[src/rtl/mem_pkg.sv]
// rtl/mem_pkg.sv - shared types, access-type codes and lane helpers for the MEM-stage access unit
package mem_pkg;

  localparam logic [2:0] F3_B  = 3'b000;
  localparam logic [2:0] F3_H  = 3'b001;
  localparam logic [2:0] F3_W  = 3'b010;
  localparam logic [2:0] F3_BU = 3'b100;
  localparam logic [2:0] F3_HU = 3'b101;

  typedef enum logic [1:0] {
    ST_IDLE,
    ST_REQ,
    ST_RWAIT,
    ST_DONE
  } mau_state_e;

  // Byte-enable pattern for a lane-0 access of the given size; shifted by the offset later.
  function automatic logic [3:0] wstrb_base(input logic [2:0] f3);
    case (f3)
      F3_B:    wstrb_base = 4'b0001;
      F3_H:    wstrb_base = 4'b0011;
      F3_W:    wstrb_base = 4'b1111;
      default: wstrb_base = 4'b0000;
    endcase
  endfunction

  // Size/alignment legality; unsigned variants only exist for loads.
  function automatic logic access_legal(input logic [2:0] f3, input logic [1:0] off,
                                        input logic is_store);
    case (f3)
      F3_B:    access_legal = 1'b1;
      F3_H:    access_legal = ~off[0];
      F3_W:    access_legal = (off == 2'b00);
      F3_BU:   access_legal = ~is_store;
      F3_HU:   access_legal = ~is_store & ~off[0];
      default: access_legal = 1'b0;
    endcase
  endfunction

  // Replicate store data across lanes so the strobe alone picks the target bytes.
  function automatic logic [31:0] lane_wdata(input logic [2:0] f3, input logic [31:0] sd);
    case (f3)
      F3_B:    lane_wdata = {4{sd[7:0]}};
      F3_H:    lane_wdata = {2{sd[15:0]}};
      default: lane_wdata = sd;
    endcase
  endfunction

endpackage

[src/rtl/mem_access_unit_load_formatter.sv]
// rtl/mem_access_unit_load_formatter.sv - aligns and extends a loaded word into the MDR value
module load_formatter
  import mem_pkg::*;
(
  input  logic [31:0] rdata,
  input  logic [1:0]  off,
  input  logic [2:0]  funct3,
  output logic [31:0] mdr
);

  logic [7:0]  byte_sel;
  logic [15:0] half_sel;

  // Pick the addressed byte/halfword, then sign- or zero-extend by access type.
  always_comb begin
    byte_sel = rdata[7:0];
    case (off)
      2'd0: byte_sel = rdata[7:0];
      2'd1: byte_sel = rdata[15:8];
      2'd2: byte_sel = rdata[23:16];
      2'd3: byte_sel = rdata[31:24];
      default: byte_sel = rdata[7:0];
    endcase
    half_sel = off[1] ? rdata[31:16] : rdata[15:0];
    case (funct3)
      F3_B:    mdr = {{24{byte_sel[7]}}, byte_sel};
      F3_BU:   mdr = {24'h000000, byte_sel};
      F3_H:    mdr = {{16{half_sel[15]}}, half_sel};
      F3_HU:   mdr = {16'h0000, half_sel};
      default: mdr = rdata;
    endcase
  end

endmodule

[src/rtl/mem_access_unit.sv]
// rtl/mem_access_unit.sv - MEM-stage load/store engine with request/grant/response bus handshake
module mem_access_unit
  import mem_pkg::*;
#(
  parameter int ADDR_W = 32
) (
  input  logic              clk,
  input  logic              rst,
  input  logic              mem_valid,
  input  logic              mem_rd,
  input  logic              mem_wr,
  input  logic [2:0]        funct3,
  input  logic [ADDR_W-1:0] addr,
  input  logic [31:0]       store_data,
  output logic              bus_req,
  output logic              bus_we,
  output logic [ADDR_W-1:0] bus_addr,
  output logic [31:0]       bus_wdata,
  output logic [3:0]        bus_wstrb,
  input  logic              bus_gnt,
  input  logic              bus_rvalid,
  input  logic [31:0]       bus_rdata,
  output logic              stall,
  output logic [31:0]       mdr_dout,
  output logic              acc_fault
);

  mau_state_e state_q, state_d;

  // Request holding registers, loaded in the start cycle so REQ replays a stable request.
  logic [1:0]        off_q;
  logic [2:0]        f3_q;
  logic              we_q;
  logic [ADDR_W-1:0] addr_q;
  logic [31:0]       wdata_q;
  logic [3:0]        wstrb_q;

  // Format selectors for the last completed load; stores leave them alone so mdr_dout holds.
  logic [1:0]  ld_off_q;
  logic [2:0]  ld_f3_q;
  logic [31:0] rdata_q;

  logic              is_mem;
  logic              legal;
  logic              start;
  logic [ADDR_W-1:0] addr_word;
  logic [31:0]       wdata_new;
  logic [3:0]        wstrb_new;

  assign is_mem    = mem_valid & (mem_rd | mem_wr);
  assign legal     = access_legal(funct3, addr[1:0], mem_wr);
  assign start     = is_mem & legal & ~rst;
  assign addr_word = {addr[ADDR_W-1:2], 2'b00};
  assign wdata_new = lane_wdata(funct3, store_data);
  assign wstrb_new = mem_wr ? (wstrb_base(funct3) << addr[1:0]) : 4'b0000;

  // State register.
  always_ff @(posedge clk) begin
    if (rst) begin
      state_q <= ST_IDLE;
    end else begin
      state_q <= state_d;
    end
  end

  // Next state and bus/pipeline outputs; the first request cycle is driven straight from EX/MEM.
  always_comb begin
    state_d   = state_q;
    bus_req   = 1'b0;
    bus_we    = 1'b0;
    bus_addr  = '0;
    bus_wdata = 32'h0;
    bus_wstrb = 4'h0;
    stall     = 1'b0;
    acc_fault = 1'b0;
    case (state_q)
      ST_IDLE: begin
        if (start) begin
          bus_req   = 1'b1;
          bus_we    = mem_wr;
          bus_addr  = addr_word;
          bus_wdata = wdata_new;
          bus_wstrb = wstrb_new;
          stall     = 1'b1;
          if (bus_gnt) begin
            state_d = mem_wr ? ST_DONE : ST_RWAIT;
          end else begin
            state_d = ST_REQ;
          end
        end else if (is_mem & ~rst) begin
          acc_fault = 1'b1;
        end
      end
      ST_REQ: begin
        bus_req   = 1'b1;
        bus_we    = we_q;
        bus_addr  = addr_q;
        bus_wdata = wdata_q;
        bus_wstrb = wstrb_q;
        stall     = 1'b1;
        if (bus_gnt) begin
          state_d = we_q ? ST_DONE : ST_RWAIT;
        end
      end
      ST_RWAIT: begin
        stall = 1'b1;
        if (bus_rvalid) begin
          state_d = ST_DONE;
        end
      end
      ST_DONE: begin
        state_d = ST_IDLE;
      end
      default: begin
        state_d = ST_IDLE;
      end
    endcase
  end

  // Capture the request in the start cycle.
  always_ff @(posedge clk) begin
    if (rst) begin
      off_q   <= 2'b00;
      f3_q    <= 3'b000;
      we_q    <= 1'b0;
      addr_q  <= '0;
      wdata_q <= 32'h0;
      wstrb_q <= 4'h0;
    end else if (state_q == ST_IDLE && start) begin
      off_q   <= addr[1:0];
      f3_q    <= funct3;
      we_q    <= mem_wr;
      addr_q  <= addr_word;
      wdata_q <= wdata_new;
      wstrb_q <= wstrb_new;
    end
  end

  // Capture read data only while waiting for it; stray rvalid elsewhere is dropped.
  always_ff @(posedge clk) begin
    if (rst) begin
      rdata_q  <= 32'h0;
      ld_off_q <= 2'b00;
      ld_f3_q  <= 3'b000;
    end else if (state_q == ST_RWAIT && bus_rvalid) begin
      rdata_q  <= bus_rdata;
      ld_off_q <= off_q;
      ld_f3_q  <= f3_q;
    end
  end

  load_formatter u_load_formatter (
    .rdata  (rdata_q),
    .off    (ld_off_q),
    .funct3 (ld_f3_q),
    .mdr    (mdr_dout)
  );

endmodule

[config.mk]
export PLATFORM = sky130hd
export DESIGN_NAME = mem_access_unit
export DESIGN_NICKNAME = d
export VERILOG_FILES = /design/src/rtl/mem_pkg.sv /design/src/rtl/mem_access_unit_load_formatter.sv /design/src/rtl/mem_access_unit.sv
export SDC_FILE = /design/constraint.sdc
export NUM_CORES = 1
export LEC_CHECK = 0
export BUFFER_PORTS_ARGS = -buffer_cell sky130_fd_sc_hd__buf_2
export CAP_MARGIN = 20
export CORE_ASPECT_RATIO = 2
export CORE_MARGIN = 5
export CORE_UTILIZATION = 54
export CTS_BUF_LIST = sky130_fd_sc_hd__clkbuf_16
export DETAILED_ROUTE_END_ITERATION = 10
export GPL_TIMING_DRIVEN = 0
export PLACE_DENSITY = 0.85
export SYNTH_ARGS = -nofsm -noshare
export SYNTH_HDL_FRONTEND = slang
export SYNTH_SLANG_ARGS = --single-unit
[constraint.sdc]
create_clock -name clk -period 3.2 [get_ports clk]
set_clock_uncertainty 0.1 [all_clocks]
set_input_delay 0.32 -clock clk [delete_from_list [all_inputs] [get_ports clk]]
set_output_delay 0.32 -clock clk [all_outputs]
set_load 0.005 [all_outputs]
==> impl_results.md <==
* Status: finished clean
* Setup TNS at 0 ns
* Congestion Overflow GR at 0
* Startpoint types: primary input
* Hold Crit Start: bus_rdata[3]
* Total CTS buffers at 9
* Slew Viols, Final at 0
* Area Growth Syn to Fin at 25.6%
* Row cnt at 53
* Gr usage total at between 30% and 40%
* Fin. Hold Viols at 0
* R2R Path End: wdata_q[6]$_SDFFE_PP0P_
* CTS tree: done
* # Post-CTS Setup Buffers at 0
* Critical path type: primary input to primary output
* GR peak layer: met2
* VDD IR max at 0.541 mV
* Setup violators final at 0
* Post-DP Area at between 0.006 and 0.007 mm²
* GR Util met2 at approximately 55%
* Antenna-violating nets left at 0
* Die W at 82.6 µm
* Leak at between 0.003 and 0.004 µW
* Critical path arrival at between 2 and 3 ns
* Fin nets at 1,116
* Hold-critical path endpoint: rdata_q[3]$_SDFFE_PP0P_
* DRC errors left at 0
* Die height at roughly 160 µm
* Post-DP HPWL at approximately 16,000 µm
* Hold depth at 3
* Max Fclk at ~0.33 GHz
* Vias in the first global route at 6,361
* Detailed-route via count at around 6,400
* Share of post-route cells with drive strength above 1 at between 20% and 30%
* Pin count of the biggest net entering global routing at 19
* CP Capture Type: primary output
* Initial Util at 54.7%
* I/O pin cnt at 210
* Area of the mapped netlist at around 0.0057 mm²
* Clock sinks at ~110
* Power per cell area at between 400 and 500 mW/mm²
* Met3 Resource Use GR at 6.72%
* RSZ-0062 raised after global routing: no
* Initial antenna violation count at 0
* Hold WC Path Type: primary input to register
* IO Port Bufs at roughly 200
* Max cap viols at 0
* FF-to-FF path depth at 7
* DRT Pass-1 Iters at 5
* Required time worst endpoint at 2.78 ns
* First-pass GRT wire length at 30,400 µm
* Synth Register Bits at roughly 110
* Critical Path Fanout Max at 10
* CTS resizes at 0
* Via/cell ratio at 5.59
* Period Utilization, post-route at between 90% and 100%
* RR Startpoint: state_q[0]$_SDFFE_PP0P_
* GR Util met1 at 28.9%
* H-tree Lvls at 3
* Worst skew pair latency at ~0.34 ns
* Final core utilization at between 60% and 70%
* Synth Instances at 791
* Design area at approximately 0.007 mm²
* Minimum clock period at 3.04 ns
* Number of buffers inserted by hold repair at cts at 0
* Synth Warn # at 0
* Flop-to-flop setup slack at roughly 0.86 ns
* Core Area at about 0.010 mm²
* Worst-Margin Slew at roughly 0.90 ns
* Final wirelength at approximately 20,000 µm
* Clock transition at path regs at roughly 0.070 ns
* Final RePlAce weighted congestion at around 1
* Iteration-0 DRC Markers at approximately 310
* CTS Buffer Depth at 2
* Rel. slew slack at between 30% and 40%
* Avg WL per Cell at between 15 and 20 µm
* Synth cell types at 43
* Root buffer cell: clkbuf_16
* Sequential share of the synthesized area at between 30 and 40%
* Avg Cell Area, Syn at a little over 7 µm²
* N_diodes at 0
* Die Footprint at between 0.01 and 0.015 mm²
==> synth_stat cells, drive strengths merged <==
master | instances | area [µm²]
or2 | 3 | 18.8
clkbuf | 45 | 169
a211o | 1 | 8.76
nor3 | 3 | 20.0
and3b | 1 | 8.76
and2 | 1 | 6.26
o21ai | 16 | 80.1
inv | 8 | 30.0
o22ai | 9 | 56.3
nor2b | 9 | 56.3
a32oi | 1 | 8.76
a2111o | 1 | 11.3
nand2 | 330 | 1240
mux2i | 26 | 260
o31ai | 2 | 15.0
or4 | 1 | 11.3
o32ai | 3 | 26.3
nor3b | 1 | 7.51
o211ai | 10 | 75.1
dfxtp | 111 | 2220
a211oi | 26 | 208
a21oi | 92 | 460
o221a | 1 | 11.3
nand2b | 2 | 12.5
conb | 1 | 3.75
o2111ai | 1 | 8.76
nor4 | 1 | 6.26
a221oi | 1 | 8.76
buf | 19 | 103
a221o | 9 | 90.1
nor2 | 32 | 120
nand3b | 1 | 7.51
and4b | 1 | 10.0
o22a | 1 | 8.76
o21a | 1 | 7.51
mux4 | 8 | 180
a32o | 1 | 10.0
ha | 4 | 50.1
a22o | 7 | 61.3
==> cell type report <==
| class | count | area, µm² |
|---|---|---|
| buffer | 64 | 272 |
| inverter | 8 | 30.0 |
| fill | 957 | 3250 |
| multi-input combinational | 609 | 3180 |
| sequential | 111 | 2220 |
| tap | 137 | 171 |
| timing repair buffer | 203 | 1020 |
| clock buffer | 9 | 225 |
| clock inverter | 6 | 43.8 |
==> layer usage <==
| metal | vias up | routed length [µm] |
|---|---|---|
| li1 | 3093 | - |
| met1 | 2904 | 6110 |
| met2 | 331 | 10400 |
| met3 | 89 | 1620 |
| met4 | 0 | 1410 |
| met5 | - | 0 |
==> where the power goes <==
part	switching, µW	internal, µW	total [µW]
Clock	512	532	1040
Sequential	89.1	1470	1560
Combinational	588	345	933
==> cell usage in the layout, fill, tap and decap left out, types with 2 or more instances in the layout <==
master,Yosys,layout
a22o_1,7,7
conb_1,1,2
o21ai_0,16,16
a221o_1,9,9
mux2i_1,26,26
o22ai_1,9,9
ha_1,4,4
a21oi_1,92,92
nand2_1,330,330
nor3_1,2,2
clkbuf_16,0,9
inv_1,8,8
buf_1,4,4
buf_4,5,5
nor2b_1,9,9
clkbuf_1,45,45
dfxtp_1,111,111
nand2b_1,2,2
or2_2,3,3
inv_6,0,4
a211oi_1,25,25
o31ai_1,2,2
nor2_1,32,32
o32ai_1,3,3
mux4_2,8,8
buf_2,10,213
o211ai_1,10,10
==> critical path, stage by stage <==
cell      delay, ns
buf_2          0.09
clkbuf_1       0.34
a221oi_1       0.19
o211ai_1       0.76
clkbuf_1       0.49
o21ai_0        0.25
buf_2          0.18
==> state kept, by name, indices dropped and copies added, names as in the netlist <==
register  count
state_q       2
we_q          1
rdata_q      32
off_q         2
wdata_q      32
ld_off_q      2
ld_f3_q       3
wstrb_q       4
addr_q       30
f3_q          3
==> kinds of logic after synthesis <==
kind of cell | count (synthesis) | share of synthesized area, %
mux | 34 | 7.73
flops | 111 | 39.0
simple gates | 386 | 26.7
buf+inv | 72 | 5.29
other cells | 1 | 0.0658
compound gates | 183 | 20.3
fa+ha+maj | 4 | 0.878
==> worst max path at each step <==
| stage | end | slack (ns) | depth (start not counted) | start |
|---|---|---|---|---|
| 5_1_grt | bus_wdata[10] | 0.07 | 7 | addr[0] |
| 6_report | bus_wdata[11] | 0.16 | 7 | addr[0] |
| 2_1_floorplan | stall | 0.98 | 7 | funct3[0] |
| 3_3_place_gp | bus_wdata[11] | 0.34 | 7 | addr[0] |
| 4_1_cts | bus_wdata[11] | 0.25 | 7 | state_q[0]$_SDFFE_PP0P_ |
| 3_5_place_dp | bus_wdata[11] | 0.27 | 7 | addr[0] |
==> per-stage QoR <==
step	setup WS (ns)	hold WS (ns)	std cells	power (µW)
floorplan	0.976	0.332	792	2130
global placement	0.342	0.342	1132	2500
detailed placement	0.274	0.347	1132	2520
CTS	0.246	0.104	1147	3540
global route	0.0745	0.109	1147	3730
finish	0.163	0.109	1147	3540
(Power assumes the default switching activity.)
